[config.mk]
export PLATFORM = sky130hd
export DESIGN_NAME = mix_col_seq
export DESIGN_NICKNAME = d
export VERILOG_FILES = /design/src/rtl/aes_pkg.sv /design/src/rtl/mix_one_col.sv /design/src/rtl/mix_col_seq.sv
export SDC_FILE = /design/constraint.sdc
export NUM_CORES = 1
export LEC_CHECK = 0
export ABC_AREA = 1
export CORE_AREA = 4 4 188 190
export CTS_CLUSTER_DIAMETER = 50
export DETAILED_ROUTE_END_ITERATION = 7
export DIE_AREA = 0 0 192 194
export HOLD_SLACK_MARGIN = 0.15
export PLACE_DENSITY = 0.66
export REMOVE_ABC_BUFFERS = 1
export SYNTH_ARGS = -nofsm -noshare
export SYNTH_HDL_FRONTEND = slang
export SYNTH_SLANG_ARGS = --single-unit
[constraint.sdc]
create_clock -name clk -period 2.05 [get_ports clk]
set_input_delay 0.5125 -clock clk [delete_from_list [all_inputs] [get_ports clk]]
set_output_delay 0.5125 -clock clk [all_outputs]
set_load 0.05 [all_outputs]
[src/rtl/aes_pkg.sv]
// Shared AES types, FSM encoding and GF(2^8) helpers.
// Used by mix_col_seq and mix_one_col.
package aes_pkg;

  localparam logic [7:0] AES_POLY = 8'h1B;

  typedef logic [127:0] state_t;
  typedef logic [31:0]  col_t;

  typedef enum logic [1:0] {
    IDLE,
    RUN,
    DONE
  } fsm_t;

  function automatic logic [7:0] xtime(input logic [7:0] b);
    return {b[6:0], 1'b0} ^ (b[7] ? AES_POLY : 8'h00);
  endfunction

endpackage

[src/rtl/mix_one_col.sv]
// Single-column (Inv)MixColumns, purely combinational.
// Optional inverse path under MIX_INV_EN.
module mix_one_col
  import aes_pkg::*;
(
  input  col_t       col,
`ifdef MIX_INV_EN
  input  logic       inv,
`endif
  output col_t       mixed
);

  logic [7:0] a  [4];
  logic [7:0] x2 [4];
`ifdef MIX_INV_EN
  logic [7:0] x4 [4];
  logic [7:0] x8 [4];
`endif

  // Unpack rows, build xtime chain, combine per row.
  always_comb begin
    mixed = '0;
    for (int i = 0; i < 4; i++) begin
      a[i]  = col[31-8*i -: 8];
      x2[i] = xtime(a[i]);
`ifdef MIX_INV_EN
      x4[i] = xtime(x2[i]);
      x8[i] = xtime(x4[i]);
`endif
    end
    for (int i = 0; i < 4; i++) begin
      mixed[31-8*i -: 8] =
        x2[i] ^ x2[(i+1)%4] ^ a[(i+1)%4] ^
        a[(i+2)%4] ^ a[(i+3)%4];
`ifdef MIX_INV_EN
      if (inv) begin
        mixed[31-8*i -: 8] =
          (x8[i] ^ x4[i] ^ x2[i]) ^
          (x8[(i+1)%4] ^ x2[(i+1)%4] ^ a[(i+1)%4]) ^
          (x8[(i+2)%4] ^ x4[(i+2)%4] ^ a[(i+2)%4]) ^
          (x8[(i+3)%4] ^ a[(i+3)%4]);
      end
`endif
    end
  end

endmodule

[src/rtl/mix_col_seq.sv]
// Iterative MixColumns scheduler over COLS_PER_CYC mixers.
// Define MIX_INV_EN to add the inv port (InvMixColumns).
module mix_col_seq
  import aes_pkg::*;
#(
  parameter int COLS_PER_CYC = 1
)(
  input  logic         clk,
  input  logic         rst_n,
  input  logic         in_valid,
  output logic         in_ready,
  input  logic [127:0] in_data,
  output logic         out_valid,
  input  logic         out_ready,
  output logic [127:0] out_data,
`ifdef MIX_INV_EN
  input  logic         inv,
`endif
  output logic         busy
);

  localparam int NPASS = 4 / COLS_PER_CYC;
  localparam int CW    = (NPASS > 1) ? $clog2(NPASS) : 1;

  fsm_t          state;
  fsm_t          state_nxt;
  logic [CW-1:0] cnt;
  state_t        src;
  state_t        res;
  logic          last;
`ifdef MIX_INV_EN
  logic          inv_q;
`endif

  logic [1:0] sel      [COLS_PER_CYC];
  col_t       lane_in  [COLS_PER_CYC];
  col_t       lane_out [COLS_PER_CYC];

  assign last     = (cnt == CW'(NPASS - 1));
  assign out_data = res;

  // State register.
  always_ff @(posedge clk or negedge rst_n) begin
    if (!rst_n) state <= IDLE;
    else        state <= state_nxt;
  end

  // Next state and handshake outputs.
  always_comb begin
    state_nxt = state;
    in_ready  = 1'b0;
    out_valid = 1'b0;
    busy      = 1'b0;
    unique case (state)
      IDLE: begin
        in_ready = 1'b1;
        if (in_valid) state_nxt = RUN;
      end
      RUN: begin
        busy = 1'b1;
        if (last) state_nxt = DONE;
      end
      DONE: begin
        busy      = 1'b1;
        out_valid = 1'b1;
        if (out_ready) state_nxt = IDLE;
      end
      default: state_nxt = IDLE;
    endcase
  end

  // Column selection for the current pass.
  always_comb begin
    for (int j = 0; j < COLS_PER_CYC; j++) begin
      sel[j]     = 2'(int'(cnt) * COLS_PER_CYC + j);
      lane_in[j] = src[32*sel[j] +: 32];
    end
  end

  for (genvar j = 0; j < COLS_PER_CYC; j++) begin : g_lane
    mix_one_col u_mix (
      .col   (lane_in[j]),
`ifdef MIX_INV_EN
      .inv   (inv_q),
`endif
      .mixed (lane_out[j])
    );
  end

  // Capture input, then write mixed columns pass by pass.
  always_ff @(posedge clk or negedge rst_n) begin
    if (!rst_n) begin
      cnt   <= '0;
      src   <= '0;
      res   <= '0;
`ifdef MIX_INV_EN
      inv_q <= 1'b0;
`endif
    end else if (state == IDLE && in_valid) begin
      src   <= in_data;
      cnt   <= '0;
`ifdef MIX_INV_EN
      inv_q <= inv;
`endif
    end else if (state == RUN) begin
      for (int j = 0; j < COLS_PER_CYC; j++)
        res[32*sel[j] +: 32] <= lane_out[j];
      if (!last) cnt <= cnt + 1'b1;
    end
  end

endmodule
**Word level (Yosys, flattened, before mapping)**

Cells that the tools add are included.

- $add $sub $neg: 2
- Equal/unequal tests: 7
- Shifts and indexed selects: 3
- Multiplexer cells: 15
- Bitwise gates (word level): 21
- Reductions and logical operators: 7

Operator list:

| kind | count |
|---|---|
| 8-bit XOR | 20 |
| 128-bit bitwise mux | 1 |
| 32-bit by 34-bit variable shift with 128-bit output, first input constant | 1 |
| 128-bit by 8-bit variable part select with 32-bit output | 1 |
| 32-bit by 34-bit variable part select with 128-bit output | 1 |
| 7-bit negation with 34-bit output | 1 |
| 5-bit two-way mux | 4 |
| 2-bit two-way mux | 6 |
| 2-bit != test, second input constant | 3 |
| 2-bit one-hot mux with 3 select lines | 1 |
| 2-bit equality test, second input constant | 2 |
| 2-bit AND reduction | 2 |
| 1-bit two-way mux | 3 |
| 3-bit AND reduction | 1 |
| 2-bit by 1-bit adder with 2-bit output, second input constant | 1 |
| 2-bit by 1-bit equality test with 1-bit output, second input constant | 1 |
| 2-bit zero test | 1 |
| 2-bit by 1-bit != test with 1-bit output, second input constant | 1 |
| 2-bit nonzero test | 1 |
| 2-bit OR reduction | 1 |
| 1-bit logical AND | 1 |
| 1-bit NOT | 1 |

- Register bits: 260
- Input bits: 132
- Logic and storage cells: 59

**Longest topological paths before layout**

Gate-level depths: netlist (run 1).

- Word-level depth: 9
- Gate-level depth with buffers: 17

**Modules after synthesis**

From an unflattened synthesis (run 1), not the netlist that was laid out.

- Cells, all modules: 1620
- Area total of the unflattened synthesis: 12739.7 um^2

By module, submodules not included:

| module | times used | cells an instance | area an instance (um^2) | sequential area each (um^2) |
|---|---|---|---|---|
| mix_col_seq | 1 | 1298 | 11139.4 | 6506.2 |
| mix_one_col | 1 | 322 | 1600.3 | 0.0 |

**Worst setup path after synthesis (run 1)**

Ideal clock, no wire load.

- Path kind: flip-flop to flip-flop
- Start point: register cnt[1]
- End point: register res[23], in the netlist out_data[23]
- Setup time: 66 ps
- Arrival time: 2070 ps
- Slack: -86 ps
- Cell stages (with the launch flop): 10
- Buffers on the path: 3
- Period minus slack after synthesis: 2136 ps
- Cell sequence: dfrtp_1 -> inv_2 -> buf_2 -> buf_2 -> ha_1 -> inv_2 -> nor4_4 -> buf_2 -> nand2_1 -> nand2_1

- Longest elaborated chain between the ends: 9
- Elaborated cells between the ends (all ways): 29

Ends and longest elaborated chain:

| element | line | RTL |
|---|---|---|
| from (decl) | mix_col_seq.sv:27 | `logic [CW-1:0] cnt;` |
| from (signal assigned) | mix_col_seq.sv:108 | `if (!last) cnt <= cnt + 1'b1;` |
| 128-bit by 8-bit variable part select with 32-bit output | mix_col_seq.sv:76 | `lane_in[j] = src[32*sel[j] +: 32];` |
| 5-bit two-way mux | aes_pkg.sv:17 | `return {b[6:0], 1'b0} ^ (b[7] ? AES_POLY : 8'h00);` |
| 8-bit XOR | aes_pkg.sv:17 |  |
| 8-bit XOR (3 in series) | mix_one_col.sv:33 | `x2[i] ^ x2[(i+1)%4] ^ a[(i+1)%4] ^` |
| 8-bit XOR | mix_one_col.sv:34 | `a[(i+2)%4] ^ a[(i+3)%4];` |
| 32-bit by 34-bit variable part select with 128-bit output | mix_col_seq.sv:107 | `res[32*sel[j] +: 32] <= lane_out[j];` |
| 128-bit bitwise mux (*) | mix_col_seq.sv:107 |  |
| to (signal, indexed assignment) | mix_col_seq.sv:107 |  |
| to (decl) | mix_col_seq.sv:29 | `state_t res;` |

Every way passes the cells marked *; elsewhere a longest branch is shown, timed or not.
A chain may end at the register's enable or synchronous reset.

**Worst setup path after layout (run 1)**

- Start point: register cnt[0]
- End point: register res[35], in the netlist out_data[35]

The elaborated chain is that of the path after synthesis.

==> results.json, run 1 <==
{
  "netlist_area_um2": 13300,
  "cts_tree": "yes",
  "ff2ff_path_depth": 16,
  "clock_path_buffers": 3,
  "vias_per_cell": 5.00,
  "coreArea_um2": 33400,
  "ys_types": 32,
  "grt_start_max_net_pins": 75,
  "rsz0062_at_grt": "yes",
  "drc": 0,
  "gp_congestion": 0.876,
  "synth_top_area_cell": "dfrtp_1",
  "finalHoldViolations": 0,
  "cts-root-buf": "clkbuf_16",
  "period_share": 1.03,
  "ys_ff_latch": 260,
  "ff2ff_setup_slack_ns": -0.06,
  "synth_most_common_cell": "nand2_1",
  "crit_fanout": 7,
  "grt_pass1_vias": 13000,
  "syn_area_per_cell_um2": 7.23,
  "arrival_ns": 2.61,
  "cts.sinks": 260,
  "drive_above_1_share": 0.248,
  "critPathRequiredTime_ns": 2.55,
  "crit_path_start_kind": "register",
  "synth_enable_flop_cells": 0,
  "wire_per_inst_um": 16.7,
  "yosysSeqAreaShare": 0.489,
  "postLayoutCoreUtil": 0.580,
  "regToRegStartpoint": "cnt[0]",
  "r2r_end": "out_data[35]",
  "clkTransAtPathRegs_ns": 0.06,
  "boundaryPins": 263,
  "status": "finished with violations",
  "area_delta_synth_final_pct": 45.7,
  "port_buffers": 262,
  "cts_buffers": 31,
  "antenna_found_initial": 0,
  "setup_ws_ns": -0.0603,
  "period_needed_ns": 2.11,
  "placementRows": 67,
  "clk_latency_ns": 0.56,
  "cts-htree-levels": 1,
  "synthTopCellsByCount": "nand2_1 (1088), dfrtp_1 (260), nand3_1 (175), clkbuf_1 (47), nand2_2 (45)",
  "clock-skew-final_ns": 0.0120,
  "report.final.slew_viol_count": 0,
  "gr-usage-all-layers": 0.226,
  "antenna_cells": 0,
  "fmax_ghz": 0.474,
  "detail-route-antenna-nets": 0,
  "die_w_um": 192,
  "endpoint_kind": "register",
  "die_y_um": 194,
  "maxCapViolations": 0,
  "setup_viol": 28,
  "nNetsFinal": 2331,
  "synth.area.top_cells": "dfrtp_1 (49%), nand2_1 (31%), nand3_1 (6.6%)",
  "dr.first_iter.drc_count": 887,
  "yosys_warnings": 0,
  "drt_wl_total_um": 44400,
  "violations": "negative setup slack",
  "hpwl_um": 30700,
  "synthArstFlopShare": 1.00,
  "start_util": 0.398,
  "hold_class": "in -> async",
  "die_area_um2": 37200,
  "slew_headroom": 0.655,
  "first_pass_iters": 5,
  "crit_end": "out_data[35]",
  "worst_slew_pin_slew_ns": 0.519,
  "crit_type": "reg -> reg",
  "grt_pass1_wl_um": 69100,
  "vias": 13300,
  "crit_start": "cnt[0]",
  "synth_top_area_frac": 0.489,
  "grt-ovfl-total": 0,
  "netlist_instances": 1840,
  "synth_flop_cell": "dfrtp_1"
}
[layer usage]
metal,GRT usage,up-vias,part of all wire
met1,0.324,6286,0.45
met5,0,-,0
met3,0.0358,74,0.065
met2,0.357,450,0.46
met4,0.0655,0,0.027
li1,-,6492,-
[cells in the final DEF, fill, tap and decap left out, drive strengths merged]
cell type and instances:
a21oi 2, a22o 10, buf 208, bufbuf 1, bufinv 1, clkbuf 47, clkdlybuf4s15 1, clkdlybuf4s50 130
clkinv 8, clkinvlp 2, dfrtp 260, dlygate4sd2 60, dlygate4sd3 1, ha 9, inv 62, nand2 1134
nand3 179, nand3b 1, nand4 34, nor2 13, nor3 1, nor4 1, o21ai 41, o221ai 1
xnor2 7, xor2 1
[worst max-delay path, stage by stage, from the launching register on]
cell	delay, ns
dfrtp_4	0.55
clkinv_8	0.13
buf_4	0.16
nand2_1	0.07
nand2_1	0.07
nand2_2	0.07
nand2_4	0.11
buf_4	0.16
nand2_2	0.06
nand2_2	0.06
nand2_2	0.07
inv_2	0.03
nor2_1	0.08
nand2_1	0.09
nand2_4	0.11
nand4_1	0.12
nand2_1	0.09
[how the worst min path moves through the flow]
| stage | cells after the start | end | slack [ns] | startpoint |
|---|---|---|---|---|
| after global placement | 1 | src[62] | 0.43 | rst_n |
| final | 2 | src[62] | 0.44 | rst_n |
| after floorplan | 0 | cnt[0] | 0.22 | rst_n |
| after global routing | 2 | src[62] | 0.47 | rst_n |
| after detailed placement | 1 | src[31] | 0.43 | rst_n |
| after CTS | 2 | src[95] | 0.43 | rst_n |
[cell type report]
class                           count  area [µm²]
Inverter                           58         248
Clock inverter                     14         150
Fill cell                        3079       14100
Tap cell                          448         561
Multi-Input combinational cell   1434        7070
Clock buffer                       44         895
Timing Repair inverter              1        8.76
Sequential cell                   260        6510
Timing Repair Buffer              404        3950
[metrics by stage]
step / TNS (ns) / instance area (µm²) / worst slack [ns] / cells / hold WS (ns)
floorplan: -696.10 / 12800 / -3.48 / 1752 / 0.217
global placement: -2.64 / 16900 / -0.120 / 2568 / 0.433
detailed placement: -6.12 / 16900 / -0.152 / 2568 / 0.434
CTS: -0.296 / 18400 / -0.0403 / 2642 / 0.434
global route: -12.30 / 19400 / -0.188 / 2663 / 0.467
finish: -0.688 / 19400 / -0.0603 / 2663 / 0.442
[flip-flops by register name, summed over array words and instances, names as in the netlist]
name      cells
out_data    128
src         128
cnt           2
state         2
[cell families after synthesis]
logic type	after synthesis	synth area share
AND/OR/NAND/NOR	1363	0.421
XOR/XNOR	8	0.00583
flip-flops	260	0.489
AO/OA/AOI/OAI	54	0.0243
buffers and inverters	146	0.0513
adder cells (fa/ha/maj)	9	0.00846
[timing repair]
action                                  CTS  global route
endpoints found under the setup margin  172           130
buffers inserted                         10            19
gates cloned                              5             3
resized for setup                       145           220
hold buffers                              1             0
pin swaps                                19            87
hold endpoints to repair                 35             0
Power of run 1 is not shown: default switching activity piles up to over one toggle a cycle in this logic, so the estimate is an artifact.
==> run 2, diff against run 1 <==
Settings changed: PLACE_DENSITY 0.66 to 0.64.
Clock period 2.05 ns to 2.4 ns, I/O delays scaled along.
==> results.json, run 2 (synthesis results as in run 1) <==
{
  "clkTransAtPathRegs_ns": 0.06,
  "arrival_ns": 1.76,
  "drc": 0,
  "clock-skew-final_ns": 0.0147,
  "grt-ovfl-total": 0,
  "area_delta_synth_final_pct": 32.6,
  "report.final.slew_viol_count": 0,
  "crit_start": "out_data[63]",
  "path_cells": "clkdlybuf4s50_1",
  "placed_cells": 2502,
  "maxCapViolations": 0,
  "cts_buffers": 30,
  "clk_latency_ns": 0.56,
  "cts.sinks": 260,
  "start_util": 0.398,
  "die_area_um2": 37200,
  "layout_commonest_cell": "nand2_1",
  "finalHoldViolations": 0,
  "mostFrequentLayoutCells": "nand2_1 (1084), dfrtp_1 (258), clkdlybuf4s50_1 (229)",
  "cp.depth": 1,
  "gp_congestion": 0.877,
  "setup_viol": 0,
  "first_pass_iters": 7,
  "hp-start": "src[106]",
  "antenna_cells": 0,
  "worst_slew_pin_slew_ns": 0.781,
  "max_stage_delay_ns": 0.82,
  "regToRegStartpoint": "cnt[0]",
  "critPathRequiredTime_ns": 1.80,
  "vias_per_cell": 4.95,
  "endpoint_kind": "primary output",
  "detail-route-antenna-nets": 0,
  "antenna_found_initial": 0,
  "path_buf_inv": 1,
  "ff2ff_setup_slack_ns": 0.17,
  "boundaryPins": 263,
  "status": "finished, final reports clean",
  "slew_headroom": 0.479,
  "cts-htree-levels": 1,
  "cts-root-buf": "clkbuf_16",
  "crit_path_start_kind": "register",
  "setup_ws_ns": 0.0363,
  "instances_no_fill": 2559,
  "cts_tree": "yes",
  "hpwl_um": 30300,
  "nNetsFinal": 2230,
  "vias": 12700,
  "gr-usage-all-layers": 0.218,
  "hold_class": "reg -> reg",
  "crit_type": "reg -> out",
  "setup_tns_ns": 0,
  "period_needed_ns": 2.36,
  "wire_per_inst_um": 16.3,
  "fmax_ghz": 0.423,
  "post-place-ws_ns": 0.0280,
  "crit_fanout": 2,
  "die_y_um": 194,
  "postLayoutCoreUtil": 0.528,
  "crit_path_top_delay_cell": "clkdlybuf4s50_1",
  "coreArea_um2": 33400,
  "crit_end": "out_data[63]",
  "dr.first_iter.drc_count": 871,
  "n_fill_cell": 3196,
  "placementRows": 67,
  "r2r_end": "out_data[36]",
  "grt_pass1_vias": 12400,
  "period_share": 0.985,
  "crit_family": "buffers and inverters",
  "clock_path_buffers": 3,
  "grt_pass1_wl_um": 66600,
  "ff2ff_path_depth": 14,
  "drt_wl_total_um": 41800,
  "drive_above_1_share": 0.0848,
  "grt_start_max_net_pins": 91,
  "port_buffers": 262,
  "die_w_um": 192
}
==> run 2: cell types whose count changed in the layout (fill, tap and decap cells not counted), sizes merged, moves of 2 or more <==
cell / previous run / this run
clkdlybuf4s50: 130 / 229
dlygate4sd2: 60 / 8
buf: 208 / 45
bufinv: 1 / 3
clkbuf: 47 / 40
dlymetal6s2s: 0 / 21
==> run 2: metal layers <==
metal | track usage | wire (µm) | vias to the layer above
met4 | 0.0388 | 578 | 0
met3 | 0.0347 | 2810 | 39
met5 | 0 | 0 | -
met2 | 0.349 | 19000 | 409
li1 | - | - | 6270
met1 | 0.318 | 19500 | 5952
==> run 2: worst min-delay path by stage <==
stage,to,slack [ns],cells after the start
final,src[106],0.48,2
after global routing,out_data[98],0.49,2
after global placement,src[9],0.46,2
after detailed placement,out_data[62],0.47,2
after CTS,src[80],0.48,2
after floorplan,cnt[0],0.30,0
==> run 2: layout make-up <==
class	count	area (µm²)	share of cell area
sequential	260	6510	0.369
multi-input combinational	1434	6150	0.348
timing repair buffer	305	3170	0.180
clock buffer	39	825	0.0467
tap	448	561	0.0318
inverter	58	236	0.0134
clock inverter	15	200	0.0113
==> run 2: through the flow <==
stage          hold WS, ns  area, µm²
2_1_floorplan        0.304      12800
3_3_place_gp         0.462      16500
3_5_place_dp         0.465      16500
4_1_cts              0.482      17500
5_1_grt              0.495      17700
6_report             0.477      17700
==> run 2: repair_timing <==
item / in CTS / in global routing
hold buffers: 1 / 0
endpoints found under the hold margin: 49 / 0
gates resized for setup: 8 / 32
setup buffers: 0 / 1
cloned: 0 / 1
endpoints found under the setup margin: 8 / 112
Power of run 2 is left out for the same reason.
==> run 3, diff against run 2 <==
Clock period 2.4 ns to 2.3 ns, I/O delays scaled along.
==> results.json, run 3 (synthesis results as in run 1) <==
{
  "whs_ns": 0.472,
  "fmax_ghz": 0.462,
  "crit_type": "reg -> reg",
  "crit_path_start_kind": "register",
  "status": "finished, final reports clean",
  "maxCapViolations": 0,
  "path_cells": "buf_6 -> clkinv_16 -> buf_4 -> ha_1 -> inv_2 -> buf_6 -> nand4_1 -> o21ai_0",
  "gr-usage-all-layers": 0.219,
  "grt-ovfl-total": 0,
  "worst_slew_pin_slew_ns": 0.569,
  "antenna_found_initial": 0,
  "ff2ff_setup_slack_ns": 0.13,
  "dr.first_iter.drc_count": 886,
  "gp_congestion": 0.854,
  "drt_wl_total_um": 42700,
  "cts-htree-levels": 1,
  "hold_class": "reg -> reg",
  "crit_path_top_delay_cell": "dfrtp_4",
  "layout_commonest_cell": "nand2_1",
  "clock_path_buffers": 3,
  "report.final.slew_viol_count": 0,
  "setup_viol": 0,
  "vias_per_cell": 5.00,
  "wire_per_inst_um": 16.6,
  "crit_fanout": 70,
  "clock-skew-final_ns": 0.0182,
  "grt_start_max_net_pins": 71,
  "coreArea_um2": 33400,
  "placementRows": 67,
  "crit_family": "buffers and inverters",
  "drive_above_1_share": 0.100,
  "grt_pass1_wl_um": 67000,
  "slew_headroom": 0.622,
  "boundaryPins": 263,
  "critPathRequiredTime_ns": 2.78,
  "port_buffers": 262,
  "mostFrequentLayoutCells": "nand2_1 (1072), dfrtp_1 (258), nand3_1 (175)",
  "path_buf_inv": 5,
  "endpoint_kind": "register",
  "max_stage_delay_ns": 0.45,
  "hpwl_um": 30200,
  "clk_latency_ns": 0.56,
  "n_fill_cell": 3251,
  "period_share": 0.941,
  "finalHoldViolations": 0,
  "detail-route-antenna-nets": 0,
  "nNetsFinal": 2249,
  "first_pass_iters": 5,
  "clkTransAtPathRegs_ns": 0.06,
  "die_y_um": 194,
  "arrival_ns": 2.65,
  "cts.sinks": 260,
  "grt_pass1_vias": 12500,
  "die_area_um2": 37200,
  "cts_buffers": 31,
  "vias": 12900,
  "period_needed_ns": 2.17,
  "cts_tree": "yes",
  "antenna_cells": 0,
  "cts-root-buf": "clkbuf_16",
  "postLayoutCoreUtil": 0.533,
  "area_delta_synth_final_pct": 34.0,
  "drc": 0,
  "die_w_um": 192,
  "path_common_cell": "buf_6",
  "start_util": 0.398
}
[run 3: cell count changes in the layout (fill, tap and decap cells not counted), sizes merged, moves of 8 or more]
cell	before	now
clkbuf	40	48
dlymetal6s2s	21	5
clkdlybuf4s50	229	130
dlygate4sd2	8	123
buf	45	59
[run 3: repair_timing]
action / CTS / global route
hold buffers: 1 / 0
resized for setup: 124 / 47
pin swaps: 0 / 0
setup buffers: 0 / 5
setup endpoints to repair: 127 / 82
hold endpoints to repair: 51 / 0
gates cloned: 0 / 6
[run 3: worst register-to-register path: stages, from the launching register on]
cell and delay [ns]:
dfrtp_4 0.45, buf_6 0.20, clkinv_16 0.10, buf_4 0.16
ha_1 0.21, inv_2 0.09, buf_6 0.44, nand4_1 0.26
o21ai_0 0.19
[run 3: final timing paths]
check,start,cells past startpoint,to
min in group asynchronous,rst_n,2,src[94]
min,out_data[74],2,out_data[74]
min reg2reg,out_data[74],2,out_data[74]
max reg2reg,cnt[0],8,out_data[39]
max,cnt[0],8,out_data[39]
max in group asynchronous,rst_n,3,out_data[97]
[run 3: area by class of cell]
class,count,area (µm²),area share
Clock buffer,45,908,0.0510
Clock inverter,10,106,0.00597
Inverter,58,246,0.0138
Multi-Input combinational cell,1434,6250,0.350
Sequential cell,260,6510,0.365
Tap cell,448,561,0.0314
Timing Repair Buffer,321,3220,0.181
Timing Repair inverter,2,22.5,0.00126
[run 3: metal layers]
layer | routed length (µm) | track usage
met1 | 19600 | 0.317
met2 | 19400 | 0.351
met3 | 3080 | 0.0342
met4 | 652 | 0.0441
met5 | 0 | 0
[run 3: through the flow]
stage	setup slack (ns)	std cells	TNS [ns]	area, µm²
floorplan	-3.23	1752	-631.10	12800
global placement	0.0338	2511	0	16600
detailed placement	-0.00279	2511	-0.00279	16600
CTS	0.00166	2567	0	17500
global route	-0.00152	2578	-0.00186	17800
finish	0.135	2578	0	17800
Power of run 3 is left out for the same reason.
